`src/rtl/multiplier.sv`:
```
// Unsigned pipelined array multiplier: operands registered, carry-save row array
// plus final carry-propagate add, product registered (2-edge latency, throughput 1).

module csa_row #(
  parameter int width = 8,
  parameter int shift = 0
) (
  input  logic [width-1:0]   a,
  input  logic               bsel,
  input  logic [2*width-1:0] s_in,
  input  logic [2*width-1:0] c_in,
  output logic [2*width-1:0] s_out,
  output logic [2*width-1:0] c_out
);
  localparam int pw = 2 * width;

  logic [pw-1:0] pp;
  logic [pw-1:0] maj;

  assign pp    = bsel ? (pw'(a) << shift) : '0;
  assign s_out = s_in ^ c_in ^ pp;
  assign maj   = (s_in & c_in) | (s_in & pp) | (c_in & pp);
  // The carry shifted out of the top is always zero in weight: the true sum fits in pw bits.
  assign c_out = maj << 1;
endmodule

module multiplier #(
  parameter int width = 8
) (
  input  logic                 clk,
  input  logic                 rst_n,
  input  logic [width-1:0]     a,
  input  logic [width-1:0]     b,
  output logic [2*width-1:0]   y
);
  localparam int pw = 2 * width;

  logic [width-1:0]          a_q, b_q;
  logic [width:0][pw-1:0]    s, c;
  logic [pw-1:0]             prod;

  assign s[0] = '0;
  assign c[0] = '0;

  generate
    for (genvar i = 0; i < width; i++) begin : g_row
      csa_row #(.width(width), .shift(i)) u_row (
        .a     (a_q),
        .bsel  (b_q[i]),
        .s_in  (s[i]),
        .c_in  (c[i]),
        .s_out (s[i+1]),
        .c_out (c[i+1])
      );
    end
  endgenerate

  assign prod = s[width] + c[width];

  always_ff @(posedge clk or negedge rst_n) begin
    if (!rst_n) begin
      a_q <= '0;
      b_q <= '0;
      y   <= '0;
    end else begin
      a_q <= a;
      b_q <= b;
      y   <= prod;
    end
  end
endmodule

```
`config.mk`:
```
export PLATFORM = sky130hd
export DESIGN_NAME = multiplier
export DESIGN_NICKNAME = d
export VERILOG_FILES = /design/src/rtl/multiplier.sv
export SDC_FILE = /design/constraint.sdc
export NUM_CORES = 1
export LEC_CHECK = 0
export BUFFER_PORTS_ARGS = -buffer_cell sky130_fd_sc_hd__buf_2
export CAP_MARGIN = 20
export CORE_ASPECT_RATIO = 1.1
export CORE_UTILIZATION = 58
export DETAILED_ROUTE_END_ITERATION = 10
export PLACE_DENSITY = 0.87
export SYNTH_ARGS = -nofsm -noshare
export SYNTH_HDL_FRONTEND = slang
export SYNTH_SLANG_ARGS = --single-unit
```
`constraint.sdc`:
```
create_clock -name clk -period 7.55 [get_ports clk]
set_input_delay 0.3775 -clock clk [delete_from_list [all_inputs] [get_ports clk]]
set_output_delay 0.3775 -clock clk [all_outputs]
set_load 0.02 [all_outputs]
```
-- After elaboration in Yosys (flattened, before gate mapping)
Cells that the tools add are included.
- div/mod/pow operators: 0
- magnitude comparators: 0
- reduce and logical (&&, ||, !) cells: 0
- bitwise gates (word level): 44
- $mul: 0
- $add $sub $neg: 1
- shifts and indexed selects: 0
- equal/unequal tests: 0
- mux-type cells: 8
- operators by type and width (operator ; count):
    $or 15x15->15 ; 12
    $and 15x15->15 ; 7
    $xor 16x16->16 ; 6
    $and 15x10->15 ; 3
    $and 15x11->15 ; 2
    $and 15x12->15 ; 2
    $and 15x13->15 ; 2
    $and 15x14->15 ; 2
    $add 16x16->16 ; 1
    $xor 16x10->16 ; 1
    $xor 16x11->16 ; 1
    $xor 16x12->16 ; 1
    $xor 16x13->16 ; 1
    $xor 16x14->16 ; 1
    $mux 15 ; 1
    $mux 14 ; 1
    $mux 13 ; 1
    $mux 12 ; 1
    $mux 11 ; 1
    $mux 10 ; 1
    $xor 9x10->10 ; 1
    $and 8x9->9 ; 1
    $mux 9 ; 1
    $xor 8x9->9 ; 1
    $mux 8 ; 1
- bits in latches: 0
- ROM bits: 0
- memories: 0
- bits in writable memories: 0
- register bits: 32
- output and inout port bits: 16

-- Longest topological paths before layout
- word-level depth: 21
- mapped depth: 17
- mapped depth without buffers: 17

-- Hierarchy
A second synthesis with hierarchy kept.
- cell total of the unflattened synthesis: 609
- area total of the unflattened synthesis: 4993.5 um^2
- modules (own cells, without submodules) (module ; area an instance (um^2) ; times used ; seq. area each (um^2) ; cells an instance):
    csa_row ; 422.9 ; 8 ; 0.0 ; 59
    multiplier ; 1610.3 ; 1 ; 800.8 ; 137

-- Least setup slack after synthesis
OpenSTA, ideal clock, no wires.
- path type: reg-to-reg
- start: reg a_q[6]
- end: reg y[14]
- slack: 2.646 ns
- cell stages (with the launch flop): 18
- period minus slack after synthesis: 4.904 ns
- required time: 7.424 ns
- arrival time: 4.779 ns
- cell sequence: dfrtp_1 -> and2_1 -> ha_1 -> inv_1 -> fa_1 -> fa_1 -> fa_1 -> fa_1 -> fa_1 -> fa_1 -> inv_1 -> ha_1 -> inv_1 -> fa_1 -> nor2b_1 -> o31a_1 -> mux2i_1 -> nand2_1
- word-level cells in the longest chain between the ends: 21
- elaborated cells between the ends (all ways): 53
- those cells by class: add/sub: 1; mux: 8; bitwise: 44
- RTL lines (item ; line ; text):
    start: declaration ; 38 ; logic [width-1:0] a_q, b_q;
    start signal: assignment ; 62 ; a_q <= '0;
    start signal: assignment ; 66 ; a_q <= a;
    $mux 8 or $mux 9 (tied branches) ; 20 ; assign pp = bsel ? (pw'(a) << shift) : '0;
    $xor 8x9->9 or $and 8x9->9 (tied branches) ; 21, 22 ;
    $and 15x10->15 ; 22 ; assign maj = (s_in & c_in) | (s_in & pp) | (c_in & pp);
    $or 15x15->15 (2 in series) ; 22 ;
    $and 15x15->15 ; 22 ;
    $or 15x15->15 (2 in series) ; 22 ;
    $and 15x15->15 ; 22 ;
    $or 15x15->15 (2 in series) ; 22 ;
    $and 15x15->15 ; 22 ;
    $or 15x15->15 (2 in series) ; 22 ;
    $and 15x15->15 ; 22 ;
    $or 15x15->15 (2 in series) ; 22 ;
    $and 15x15->15 ; 22 ;
    $or 15x15->15 (2 in series) ; 22 ;
    $add 16x16->16 * ; 58 ; assign prod = s[width] + c[width];
    via prod[14] ; 40 ; logic [pw-1:0] prod;
    end signal: assignment ; 68 ; y <= prod;
    end: declaration ; 34 ; output logic [2*width-1:0] y
The timed path passes the listed nets; every way through them passes the cells marked *.

-- Final worst setup path
- start: reg b_q[1]
- end: reg y[14]
- word-level cells in the longest chain between the ends: 21
- elaborated cells between the ends (all ways): 46
- those cells by class: add/sub: 1; mux: 1; bitwise: 44
- RTL lines (item ; line ; text):
    start: declaration ; 38 ;
    start signal: assignment ; 63 ; b_q <= '0;
    start signal: assignment ; 67 ; b_q <= b;
    $mux 9 * ; 20 ;
    $xor 8x9->9 or $and 8x9->9 (tied branches) ; 21, 22 ;
    $and 15x10->15 ; 22 ;
    $or 15x15->15 (2 in series) ; 22 ;
    $and 15x15->15 ; 22 ;
    $or 15x15->15 (2 in series) ; 22 ;
    $and 15x15->15 ; 22 ;
    $or 15x15->15 (2 in series) ; 22 ;
    $and 15x15->15 ; 22 ;
    $or 15x15->15 (2 in series) ; 22 ;
    $and 15x15->15 ; 22 ;
    $or 15x15->15 (2 in series) ; 22 ;
    $and 15x15->15 ; 22 ;
    $or 15x15->15 (2 in series) ; 22 ;
    $add 16x16->16 * ; 58 ;
    via prod[14] ; 40 ;
Marks and branches as above.

==> run_results.csv <==
group,metric,value,unit
synth,syn_area_per_cell,11.2,sq um
floorplan,pin_count,34,
cells_and_area,diodes,0,
synth,synth_cell_types,19,
global_route,grt_use_total,21.6,%
power_and_ir_drop,irDropWorstVdd,0.000169,V
critical_path,crit_type,"reg -> reg",
synth,synth_nets,291,
clocking,hold_buffers,0,
timing,worstMarginPinSlew,0.704,ns
synth,synth-edff-count,0,
detailed_routing,first_pass_iters,4,
power_and_ir_drop,comb_power_share,52.6,%
floorplan,die_w,63.5,microns
floorplan,start_util,60.9,%
critical_path,cp_data_arrival_time,5.32,ns
timing,fin_crit,5.14,ns
global_route,gr-total-overflow,0,
critical_path,crit_path_end_kind,"flop",
power_and_ir_drop,internal_power,0.000469,W
detailed_routing,avgViaCountPerCell,5.06,
clocking,cts_buffer_depth,2,
synth,synth_xor_area_share,1.09,%
critical_path,worst-path-max-fanout,8,
place,dpl.hpwl,3060,microns
timing,fin_worst_skew,0.00723,ns
global_route,grt_pass1_wl,7000,microns
clocking,cts_root_buf,"clkbuf_8",
timing,rsz0062_at_grt,"false",
power_and_ir_drop,leakage,1.28,nW
synth,synth_top_family_by_area,"adder cells",
timing,max_freq,0.195,GHz
synth,yosys_warnings,0,
worst_hold_path,hp-class,"in -> async",
critical_path,cpPeakStageDelay,0.52,ns
cells_and_area,multiInputGateArea,1470,sq um
run_status,status,"completed",
timing,period_share,68.0,%
detailed_routing,routed_wl,3880,microns
synth,muxShareOfSynthArea,0.415,%
timing,fin_hold_ws,0.130,ns
synth,synth_top_area_cell,"fa_1",
critical_path,cp-start-kind,"flop",
clocking,cts_setup_buffers,0,
clocking,cts_tree,"yes",
clocking,cts.repair.resized,0,
clocking,numCtsBuffers,5,
cells_and_area,drive_gt1_share,16.2,%
critical_path,cp_top_family,"adder cells",
critical_path,critical_path_buf_inv_count,3,
cells_and_area,num-fill-cells,327,
global_route,antenna_found_initial,0,
detailed_routing,drtAntennaViolNets,0,
synth,yosys.area_share.simple,14.0,%
cells_and_area,fin_util,68.7,%
synth,yosys-top-cells-count,"49 x nand2_1, 43 x fa_1, 34 x inv_1",
clocking,cts_sinks,32,
floorplan,design.die.area,4430,sq um
synth,synth_area,2410,sq um
detailed_routing,initialDrtViolationCount,51,
timing,finalHoldViolations,0,
critical_path,r2r_slack,2.41,ns
clocking,clkSlewWorstSetupHoldPaths,0.07,ns
synth,synthAdderAreaFrac,42.9,%
flow_run,drv_cap,0,
floorplan,row_count,24,
cells_and_area,ff_latch_area,801,sq um
timing,relSlewSlack,53.1,%
timing,slew_viol_final,0,
clocking,htreeDepth,2,
critical_path,critPathRequiredTime,7.73,ns
synth,ys_ff_latch,32,
synth,synth_most_common_cell,"nand2_1",
floorplan,coreArea,3960,sq um
cells_and_area,nets,327,
power_and_ir_drop,clockPowerShare,17.6,%
place,numPortBuffers,33,
critical_path,path_cells,"and2_1 -> ha_1 -> inv_1 -> fa_1 -> fa_1 -> fa_1 -> fa_1 -> fa_1 -> fa_1 -> inv_1 -> ha_1 -> inv_1 -> fa_1 -> nor2b_1 -> o31a_1 -> mux2i_1 -> nand2_1",
detailed_routing,num_vias,1544,
floorplan,dieHeight,69.7,microns
detailed_routing,avgRoutedWirePerCell,12.7,microns
timing,setup_viol,0,
synth,async_reset_ff_share,100,%
synth,synth-compound-area-share,2.54,%
detailed_routing,drc,0,
power_and_ir_drop,power.density,286,nW/um^2
timing,fin_tns_setup,0,ns
critical_path,crit_slowest_cell,"fa_1",
global_route,grt_max_degree,33,
cells_and_area,area_growth,12.7,%
synth,ys_seq_area_share,33.2,%
synth,syn_inst,216,
synth,synth_area_leaders,"fa_1 36%, dfrtp_1 33%, nand2_1 7.6%",
global_route,grt_pass1_vias,1684,
synth,synth.top_cell.area_share,35.6,%
clocking,clk-insertion-delay-late,0.29,ns
place,gp_congestion,0.780,
power_and_ir_drop,p_seq_share,29.8,%
power_and_ir_drop,netSwitchingFraction,39.7,%
power_and_ir_drop,p_sw,0.000308,W
synth,yosys_most_used_dff,"dfrtp_1",
critical_path,crit_top_cell,"fa_1",
[layout make-up]
type                    instances  share of cell area (%)
multi-input cells             146                    54.0
repair buffers                 33                    6.07
clock inverters                 2                   0.368
flip-flops and latches         32                    29.4
clock buffers                   6                    3.03
inverters                      34                    4.69
well taps                      52                    2.39
[cell usage in the layout, fill, tap and decap left out]
cell type,Yosys,layout
clkinv_2,0,2
o21ai_0,2,2
and2_1,18,18
a31oi_1,1,1
a221oi_1,1,1
inv_1,34,34
nand3_1,1,1
fa_1,43,43
mux2i_1,1,1
buf_2,0,33
nand2_1,49,49
xnor2_1,3,3
nor2b_1,3,3
nor2_1,2,2
a21oi_1,4,4
dfrtp_1,32,32
o21a_1,1,1
nor3_1,2,2
clkbuf_8,0,6
ha_1,14,14
o31a_1,1,1
[per-layer routing]
metal | track usage [%] | vias to the layer above | wire length [microns]
met2 | 38.3 | 34 | 2120
met1 | 23.4 | 786 | 1500
met3 | 7.07 | 9 | 174
met4 | 8.33 | 0 | 79
li1 | - | 715 | -
met5 | 0 | - | 0
[metrics by stage]
step	worst slack, ns	cells	total power (W)	cell area, sq um
global route	2.13	305	0.000854	2720
floorplan	2.65	216	0.000548	2410
finish	2.41	305	0.000777	2720
global placement	2.48	297	0.000628	2630
CTS	2.39	305	0.000790	2720
detailed placement	2.41	297	0.000648	2630
[power by group through the flow]
stage                     sequential, W  clock [W]  combinational [W]
after floorplan                0.000277          0           0.000271
after global placement         0.000233          0           0.000395
after detailed placement       0.000236          0           0.000412
after CTS                      0.000233   0.000141           0.000416
after global routing           0.000236   0.000149           0.000468
final                          0.000232   0.000136           0.000409
[state kept, by name, indices dropped and copies added (netlist names)]
| register | flops |
|---|---|
| b_q | 8 |
| a_q | 8 |
| y | 16 |
[worst paths after layout]
check,to,from,cells past startpoint
max reg2reg,y[14]$_DFF_PN0_,b_q[1]$_DFF_PN0_,17
min reg2reg,y[0]$_DFF_PN0_,b_q[0]$_DFF_PN0_,1
min,y[11]$_DFF_PN0_,rst_n,1
max in group asynchronous,a_q[5]$_DFF_PN0_,rst_n,1
min in group clk,a_q[0]$_DFF_PN0_,a[0],1
max,y[14]$_DFF_PN0_,b_q[1]$_DFF_PN0_,17
[worst reg2reg max path: cells and delay by family (launching register included)]
family | cells | cell delay, ns
adder cells (fa/ha/maj) | 9 | 3.60
flip-flops | 1 | 0.46
AND/OR/NAND/NOR | 3 | 0.42
buffers and inverters | 3 | 0.21
multiplexers | 1 | 0.18
AO/OA/AOI/OAI | 1 | 0.17
[cells by family (layout without fill, tap and decap cells)]
family,after synthesis,in the layout
DFF,32,32
muxes,1,1
AOI/OAI and AO/OA,10,10
buffers and inverters,38,75
adders and majority gates,57,57
xor gates and xnor gates,3,3
and+or+nand+nor,75,75
(Power assumes the default switching activity.)
